`config.mk`:
```
export PLATFORM = sky130hd
export DESIGN_NAME = mc_ctrl
export DESIGN_NICKNAME = d
export VERILOG_FILES = /design/src/rtl/mc_pkg.sv /design/src/rtl/mc_decode.sv /design/src/rtl/mc_ctrl.sv
export SDC_FILE = /design/constraint.sdc
export NUM_CORES = 1
export LEC_CHECK = 0
export ABC_AREA = 1
export BUFFER_PORTS_ARGS = -buffer_cell sky130_fd_sc_hd__clkbuf_2
export CAP_MARGIN = 20
export CORE_MARGIN = 1.5
export CORE_UTILIZATION = 38
export CTS_CLUSTER_SIZE = 40
export DETAILED_ROUTE_END_ITERATION = 12
export PLACE_DENSITY = 0.85
export SLEW_MARGIN = 25
export SYNTH_ARGS = -nofsm -noshare
export SYNTH_HDL_FRONTEND = slang
export SYNTH_SLANG_ARGS = --single-unit
```
`constraint.sdc`:
```
create_clock -name clk -period 3 [get_ports clk]
set_input_delay 0 -clock clk [delete_from_list [all_inputs] [get_ports clk]]
set_output_delay 0 -clock clk [all_outputs]
set_load 0.02 [all_outputs]
```
`src/rtl/mc_pkg.sv`:
```
// Shared encodings for the multicycle MIPS controller: opcodes, functs, ALU ops,
// FSM states, datapath mux selects and the instruction-class record.
package mc_pkg;

    localparam logic [5:0] OP_RTYPE = 6'h00;
    localparam logic [5:0] OP_J     = 6'h02;
    localparam logic [5:0] OP_JAL   = 6'h03;
    localparam logic [5:0] OP_BEQ   = 6'h04;
    localparam logic [5:0] OP_ORI   = 6'h0D;
    localparam logic [5:0] OP_LUI   = 6'h0F;
    localparam logic [5:0] OP_LW    = 6'h23;
    localparam logic [5:0] OP_SW    = 6'h2B;

    localparam logic [5:0] FN_JR    = 6'h08;
    localparam logic [5:0] FN_ADDU  = 6'h21;
    localparam logic [5:0] FN_SUBU  = 6'h23;
    localparam logic [5:0] FN_AND   = 6'h24;
    localparam logic [5:0] FN_OR    = 6'h25;

    typedef enum logic [2:0] {
        ALU_ADDU = 3'd0,
        ALU_SUBU = 3'd1,
        ALU_AND  = 3'd2,
        ALU_OR   = 3'd3,
        ALU_LUI  = 3'd4
    } alu_op_e;

    typedef enum logic [3:0] {
        S_FETCH   = 4'd0,
        S_DECODE  = 4'd1,
        S_EXE_R   = 4'd2,
        S_EXE_I   = 4'd3,
        S_MEMADR  = 4'd4,
        S_MEM_RD  = 4'd5,
        S_MEM_WR  = 4'd6,
        S_WB_ALU  = 4'd7,
        S_WB_MEM  = 4'd8,
        S_BRANCH  = 4'd9,
        S_JUMP    = 4'd10,
        S_ILLEGAL = 4'd11
    } state_e;

    localparam logic [1:0] RD_RT = 2'd0, RD_RD = 2'd1, RD_RA = 2'd2;
    localparam logic [1:0] M2R_ALUOUT = 2'd0, M2R_MDR = 2'd1, M2R_PC = 2'd2;
    localparam logic [1:0] PCS_ALU = 2'd0, PCS_ALUOUT = 2'd1, PCS_JTGT = 2'd2, PCS_RS = 2'd3;
    localparam logic [1:0] SRCB_RT = 2'd0, SRCB_FOUR = 2'd1, SRCB_IMM = 2'd2, SRCB_BOFF = 2'd3;

    typedef struct packed {
        logic is_r_alu;
        logic is_ori;
        logic is_lui;
        logic is_lw;
        logic is_sw;
        logic is_beq;
        logic is_j;
        logic is_jal;
        logic is_jr;
        logic is_bad;
    } instr_class_t;

    function automatic alu_op_e funct_to_alu(input logic [5:0] funct);
        case (funct)
            FN_SUBU: return ALU_SUBU;
            FN_AND:  return ALU_AND;
            FN_OR:   return ALU_OR;
            default: return ALU_ADDU;
        endcase
    endfunction

endpackage

```
`src/rtl/mc_decode.sv`:
```
// Combinational instruction classifier. With MC_CTRL_JUMP_EN undefined the
// jump flags stay low and j/jal/jr are reported as bad encodings.
module mc_decode
    import mc_pkg::*;
(
    input  logic [31:0]  instr,
    output instr_class_t cls
);

`ifdef MC_CTRL_JUMP_EN
    localparam logic JUMP_EN = 1'b1;
`else
    localparam logic JUMP_EN = 1'b0;
`endif

    logic [5:0] opcode;
    logic [5:0] funct;
    logic       unused_fields;

    assign opcode        = instr[31:26];
    assign funct         = instr[5:0];
    assign unused_fields = ^instr[25:6];

    always_comb begin
        cls = '0;
        case (opcode)
            OP_RTYPE: begin
                case (funct)
                    FN_ADDU, FN_SUBU, FN_AND, FN_OR: cls.is_r_alu = 1'b1;
                    FN_JR:                           cls.is_jr    = JUMP_EN;
                    default:                         ;
                endcase
            end
            OP_ORI:  cls.is_ori = 1'b1;
            OP_LUI:  cls.is_lui = 1'b1;
            OP_LW:   cls.is_lw  = 1'b1;
            OP_SW:   cls.is_sw  = 1'b1;
            OP_BEQ:  cls.is_beq = 1'b1;
            OP_J:    cls.is_j   = JUMP_EN;
            OP_JAL:  cls.is_jal = JUMP_EN;
            default: ;
        endcase
        cls.is_bad = ~(cls.is_r_alu | cls.is_ori | cls.is_lui | cls.is_lw | cls.is_sw |
                       cls.is_beq | cls.is_j | cls.is_jal | cls.is_jr);
    end

endmodule

```
`src/rtl/mc_ctrl.sv`:
```
// Multicycle control FSM for the MIPS datapath. Define MC_CTRL_JUMP_EN to
// enable the j/jal/jr JUMP state; otherwise those encodings go to ILLEGAL.
module mc_ctrl
    import mc_pkg::*;
(
    input  logic        clk,
    input  logic        reset,
    input  logic [31:0] instr,
    input  logic        zero,
    output logic        pc_we,
    output logic        ir_we,
    output logic        rf_we,
    output logic        mem_we,
    output logic [2:0]  alu_op,
    output logic        alu_src_a,
    output logic [1:0]  alu_src_b,
    output logic        ext_op,
    output logic        aluout_we,
    output logic [1:0]  reg_dst,
    output logic [1:0]  mem_to_reg,
    output logic [1:0]  pc_src,
    output logic        retire,
    output logic        illegal,
    output logic [3:0]  state
);

    state_e       state_q, state_d;
    logic         run_q;
    instr_class_t cls;

    mc_decode u_decode (
        .instr (instr),
        .cls   (cls)
    );

`ifndef MC_CTRL_JUMP_EN
    logic unused_jump;
    assign unused_jump = cls.is_j ^ cls.is_jal ^ cls.is_jr;
`endif

    // run_q holds the FSM in FETCH for the edge that first samples reset high
    always_ff @(posedge clk) begin
        if (!reset) begin
            state_q <= S_FETCH;
            run_q   <= 1'b0;
        end else begin
            state_q <= state_d;
            run_q   <= 1'b1;
        end
    end

    always_comb begin
        state_d = state_q;
        if (!run_q) begin
            state_d = S_FETCH;
        end else begin
            case (state_q)
                S_FETCH:  state_d = S_DECODE;
                S_DECODE: begin
                    if (cls.is_bad)                  state_d = S_ILLEGAL;
                    else if (cls.is_r_alu)           state_d = S_EXE_R;
                    else if (cls.is_ori | cls.is_lui) state_d = S_EXE_I;
                    else if (cls.is_lw | cls.is_sw)  state_d = S_MEMADR;
                    else if (cls.is_beq)             state_d = S_BRANCH;
`ifdef MC_CTRL_JUMP_EN
                    else if (cls.is_j | cls.is_jal | cls.is_jr) state_d = S_JUMP;
`endif
                    else                             state_d = S_ILLEGAL;
                end
                S_EXE_R, S_EXE_I: state_d = S_WB_ALU;
                S_MEMADR:         state_d = cls.is_lw ? S_MEM_RD : S_MEM_WR;
                S_MEM_RD:         state_d = S_WB_MEM;
                S_ILLEGAL:        state_d = S_ILLEGAL;
                default:          state_d = S_FETCH;
            endcase
        end
    end

    always_comb begin
        pc_we      = 1'b0;
        ir_we      = 1'b0;
        rf_we      = 1'b0;
        mem_we     = 1'b0;
        alu_op     = ALU_ADDU;
        alu_src_a  = 1'b0;
        alu_src_b  = SRCB_RT;
        ext_op     = 1'b0;
        aluout_we  = 1'b0;
        reg_dst    = RD_RT;
        mem_to_reg = M2R_ALUOUT;
        pc_src     = PCS_ALU;
        retire     = 1'b0;
        illegal    = 1'b0;
        state      = 4'd0;
        if (reset && run_q) begin
            state = state_q;
            case (state_q)
                S_FETCH: begin
                    ir_we     = 1'b1;
                    pc_we     = 1'b1;
                    alu_src_b = SRCB_FOUR;
                end
                S_DECODE: begin
                    alu_src_b = SRCB_BOFF;
                    aluout_we = 1'b1;
                end
                S_EXE_R: begin
                    alu_src_a = 1'b1;
                    alu_op    = funct_to_alu(instr[5:0]);
                    aluout_we = 1'b1;
                end
                S_EXE_I: begin
                    alu_src_a = 1'b1;
                    alu_src_b = SRCB_IMM;
                    alu_op    = cls.is_lui ? ALU_LUI : ALU_OR;
                    aluout_we = 1'b1;
                end
                S_MEMADR: begin
                    alu_src_a = 1'b1;
                    alu_src_b = SRCB_IMM;
                    ext_op    = 1'b1;
                    aluout_we = 1'b1;
                end
                S_MEM_WR: begin
                    mem_we = 1'b1;
                    retire = 1'b1;
                end
                S_WB_ALU: begin
                    rf_we   = 1'b1;
                    reg_dst = cls.is_r_alu ? RD_RD : RD_RT;
                    retire  = 1'b1;
                end
                S_WB_MEM: begin
                    rf_we      = 1'b1;
                    mem_to_reg = M2R_MDR;
                    retire     = 1'b1;
                end
                S_BRANCH: begin
                    alu_src_a = 1'b1;
                    alu_op    = ALU_SUBU;
                    pc_src    = PCS_ALUOUT;
                    pc_we     = zero;
                    retire    = 1'b1;
                end
`ifdef MC_CTRL_JUMP_EN
                S_JUMP: begin
                    pc_we  = 1'b1;
                    retire = 1'b1;
                    pc_src = cls.is_jr ? PCS_RS : PCS_JTGT;
                    if (cls.is_jal) begin
                        rf_we      = 1'b1;
                        reg_dst    = RD_RA;
                        mem_to_reg = M2R_PC;
                    end
                end
`endif
                S_ILLEGAL: illegal = 1'b1;
                default:   ;
            endcase
        end
    end

endmodule

```
==> results by group <==
Die
  • Site row count: 14
  • Initial Utilization: 40.4%
  • I/O pins: 59
  • Area of the core: 1510 sq um
  • Total Die Area: 1850 sq um
  • Die Y: 43.0 um
  • Die Wd: 43.0 um

Layout
  • Design area: 821 sq um
  • Fill cell count: 152
  • Ratio of cells with drive above 1 in the final layout: 28.6%
  • Antenna fix cells: 0
  • Area delta synth->final: 34.7%
  • Nets: 190

Routing
  • M1 wire length: 702 um
  • DR top layer: met3
  • Antenna Nets Post-Route: 0
  • Iteration-0 DRC Markers: 34
  • Vias: 867
  • Met3 routed WL: 91 um
  • DRC viols: 0
  • WL met2: 807 um
  • Drt via density: 5.10
  • Avg WL per Cell: 9.42 um
  • DRT Wirelength: 1600 um
  • DR pass1 iterations: 4

Synthesis
  • Post-Synth XOR/XNOR Area: 0%
  • Yosys reg bits: 5
  • Simple-gate share of the synthesized area: 57.9%
  • Seq/Total Area, Yosys: 16.4%
  • Syn Area/Cell: 5.25 sq um
  • Synth warn: 0
  • Mux contribution to synthesized area: 0%
  • Main flop type after synthesis: dfxtp_1
  • Compound-Gate Fraction of Synth Area: 8.21%
  • EDFF count, synth: 0
  • Largest family of logic cells by synthesized area: simple AND/OR/NAND/NOR gates
  • Cell Area, Synth: 609 sq um
  • Synth Area in Adders: 0%
  • Syn Inst Count: 116
  • Distinct cell type count after synthesis: 18
  • Synth async-reset ratio: 0%

Worst setup path
  • Kind of end point of the critical path: output pin
  • CP Buf/Inv Count: 4
  • Startpoint types: input pin
  • CP arrival: 1650 ps
  • Crit-path max cell delay: 520 ps
  • Reg2reg setup slack: 1850 ps
  • Worst Path Max Fanout: 19
  • WP data required: 3000 ps
  • Critical path's top delay family: buffers and inverters
  • Crit-path slowest cell: dlygate4sd3_1
  • Most used cell along the critical path: clkbuf_2
  • CP cell instances: dlygate4sd3_1 -> clkbuf_2 -> nand2_1 -> inv_1 -> o21ai_1 -> a31oi_1 -> clkbuf_2
  • Setup CP Type: input pin to output pin

Place
  • Routability cong.: 0.861
  • Port buffer count: 35
  • DP HPWL: 1350 um
  • Placed cell areas: 785 sq um

CTS
  • Number of H-tree levels: 1
  • CTS sink count: 5
  • Post-CTS Resized: 0
  • Latest clock arrival within the worst-skew pair: 240 ps
  • Clock tree buffer depth: 2
  • Clock slew at reported path FFs: 40 ps
  • Post-CTS Setup Inserts: 0
  • Root Driver: clkbuf_4
  • CTS tree: built
  • Num CTS Buffers: 3

STA
  • RSZ-0062 raised after global routing: false
  • Slew @ Worst Pin: 581 ps
  • Setup violation total in the final timing report: 0
  • Slew Viols, Final: 0
  • Max Clk Rate: 606 MHz
  • Relative slew slack: 61.2%
  • Final Cycle Share: 55.0%
  • Final TNS setup: 0 ps
  • Min Tclk post-route: 1650 ps
  • Final Skew: 3.52 ps
  • Final hold vios: 0

GRT
  • First-pass GRT wire length: 2680 um
  • Initial antenna violation count: 0
  • Largest net degree at the start of global routing: 20
  • Overflow after GRT: 0
  • GRT Util Overall: 18.1%
  • Vias in the first global route: 732

Pwr
  • Power Density: 264 nW/um^2
  • Worst VDD drop: 223 uV
  • Pleak: 0.460 nW

Min path
  • Hold Crit Class: input pin to flip-flop

Outcome
  • Status: finished clean

Flow run
  • Max-Cap Viols: 0
sequential cells by signal, summed over array words and instances, names as in the netlist:
register  flops
state_q       4
run_q         1
timing repair:
action / 4_1_cts / 5_1_grt
endpoints found under the hold margin: 1 / 0
setup endpoints to repair: 0 / 0
hold buffers: 1 / 0
stage by stage:
step | setup slack [ps] | power, mW | instances | hold slack [ps] | utilization, %
after detailed placement | 1700 | 0.141 | 165 | 126 | 52.1
final | 1350 | 0.216 | 170 | 184 | 54.5
after floorplan | 1770 | 0.122 | 118 | 27.7 | -
after global placement | 1710 | 0.139 | 165 | 120 | 52.1
after CTS | 1360 | 0.219 | 170 | 171 | 54.5
after global routing | 1200 | 0.234 | 170 | 189 | 54.5
cells by family after synthesis:
logic type / after synthesis
buffers and inverters: 24
other: 1
and+or+nand+nor: 77
AOI/OAI and AO/OA: 9
DFF: 5
cell usage after synthesis (2+ instances only):
cell / count / area [sq um]
nor3_1: 6 / 30.0
nor2_1: 26 / 97.6
nor2_4: 2 / 22.5
a21oi_1: 4 / 20.0
nand2_1: 21 / 78.8
nand3_1: 11 / 55.1
inv_1: 19 / 71.3
a31oi_1: 4 / 25.0
nand4_1: 7 / 43.8
buf_4: 3 / 22.5
dfxtp_1: 5 / 100
nand2_2: 2 / 12.5
per-layer routing:
metal  vias up  GRT usage [%]
met3         0           2.13
li1        453              -
met2        29           32.4
met4         0           5.45
met5         -              0
met1       385           22.4
power by group:
group / switching [mW] / internal, mW
Clock: 0.0251 / 0.0501
Sequential: 0.00313 / 0.0698
Combinational: 0.0455 / 0.0228
Total: 0.0737 / 0.143
layout by cell type (no fill, tap or decap), drive strengths merged:
cell and instances:
nand3 11, nor3 6, conb 3, nand4 7, o21ai 1, nor4 1, dlygate4sd3 1, clkbuf 39
a31oi 4, a21oi 4, inv 20, nor2 29, dfxtp 5, nand2 23
cell type report:
class / instances / area [sq um] / area share (%)
multi-input combinational: 89 / 414 / 50.5
timing repair buffer: 36 / 185 / 22.6
sequential: 5 / 100 / 12.2
inverter: 20 / 75.1 / 9.15
clock buffer: 4 / 26.3 / 3.20
tap: 16 / 20.0 / 2.44
worst register-to-register path, cell delays in order, from the launching register on:
cell and delay, ps:
dfxtp_1 410, inv_2 90, nand2_2 110, nor2_4 50
nand3_1 70, nand2_1 50, nor2_1 80, nand3_1 80
nand2_1 60, inv_1 40
path summary, 6_finish.rpt:
check,depth (start not counted),startpoint,to
min reg2reg,2,state_q[0],state_q[3]
max,7,reset,alu_op[0]
min,4,instr[29],state_q[3]
max reg2reg,9,state_q[1],state_q[0]
(Power assumes the default switching activity.)
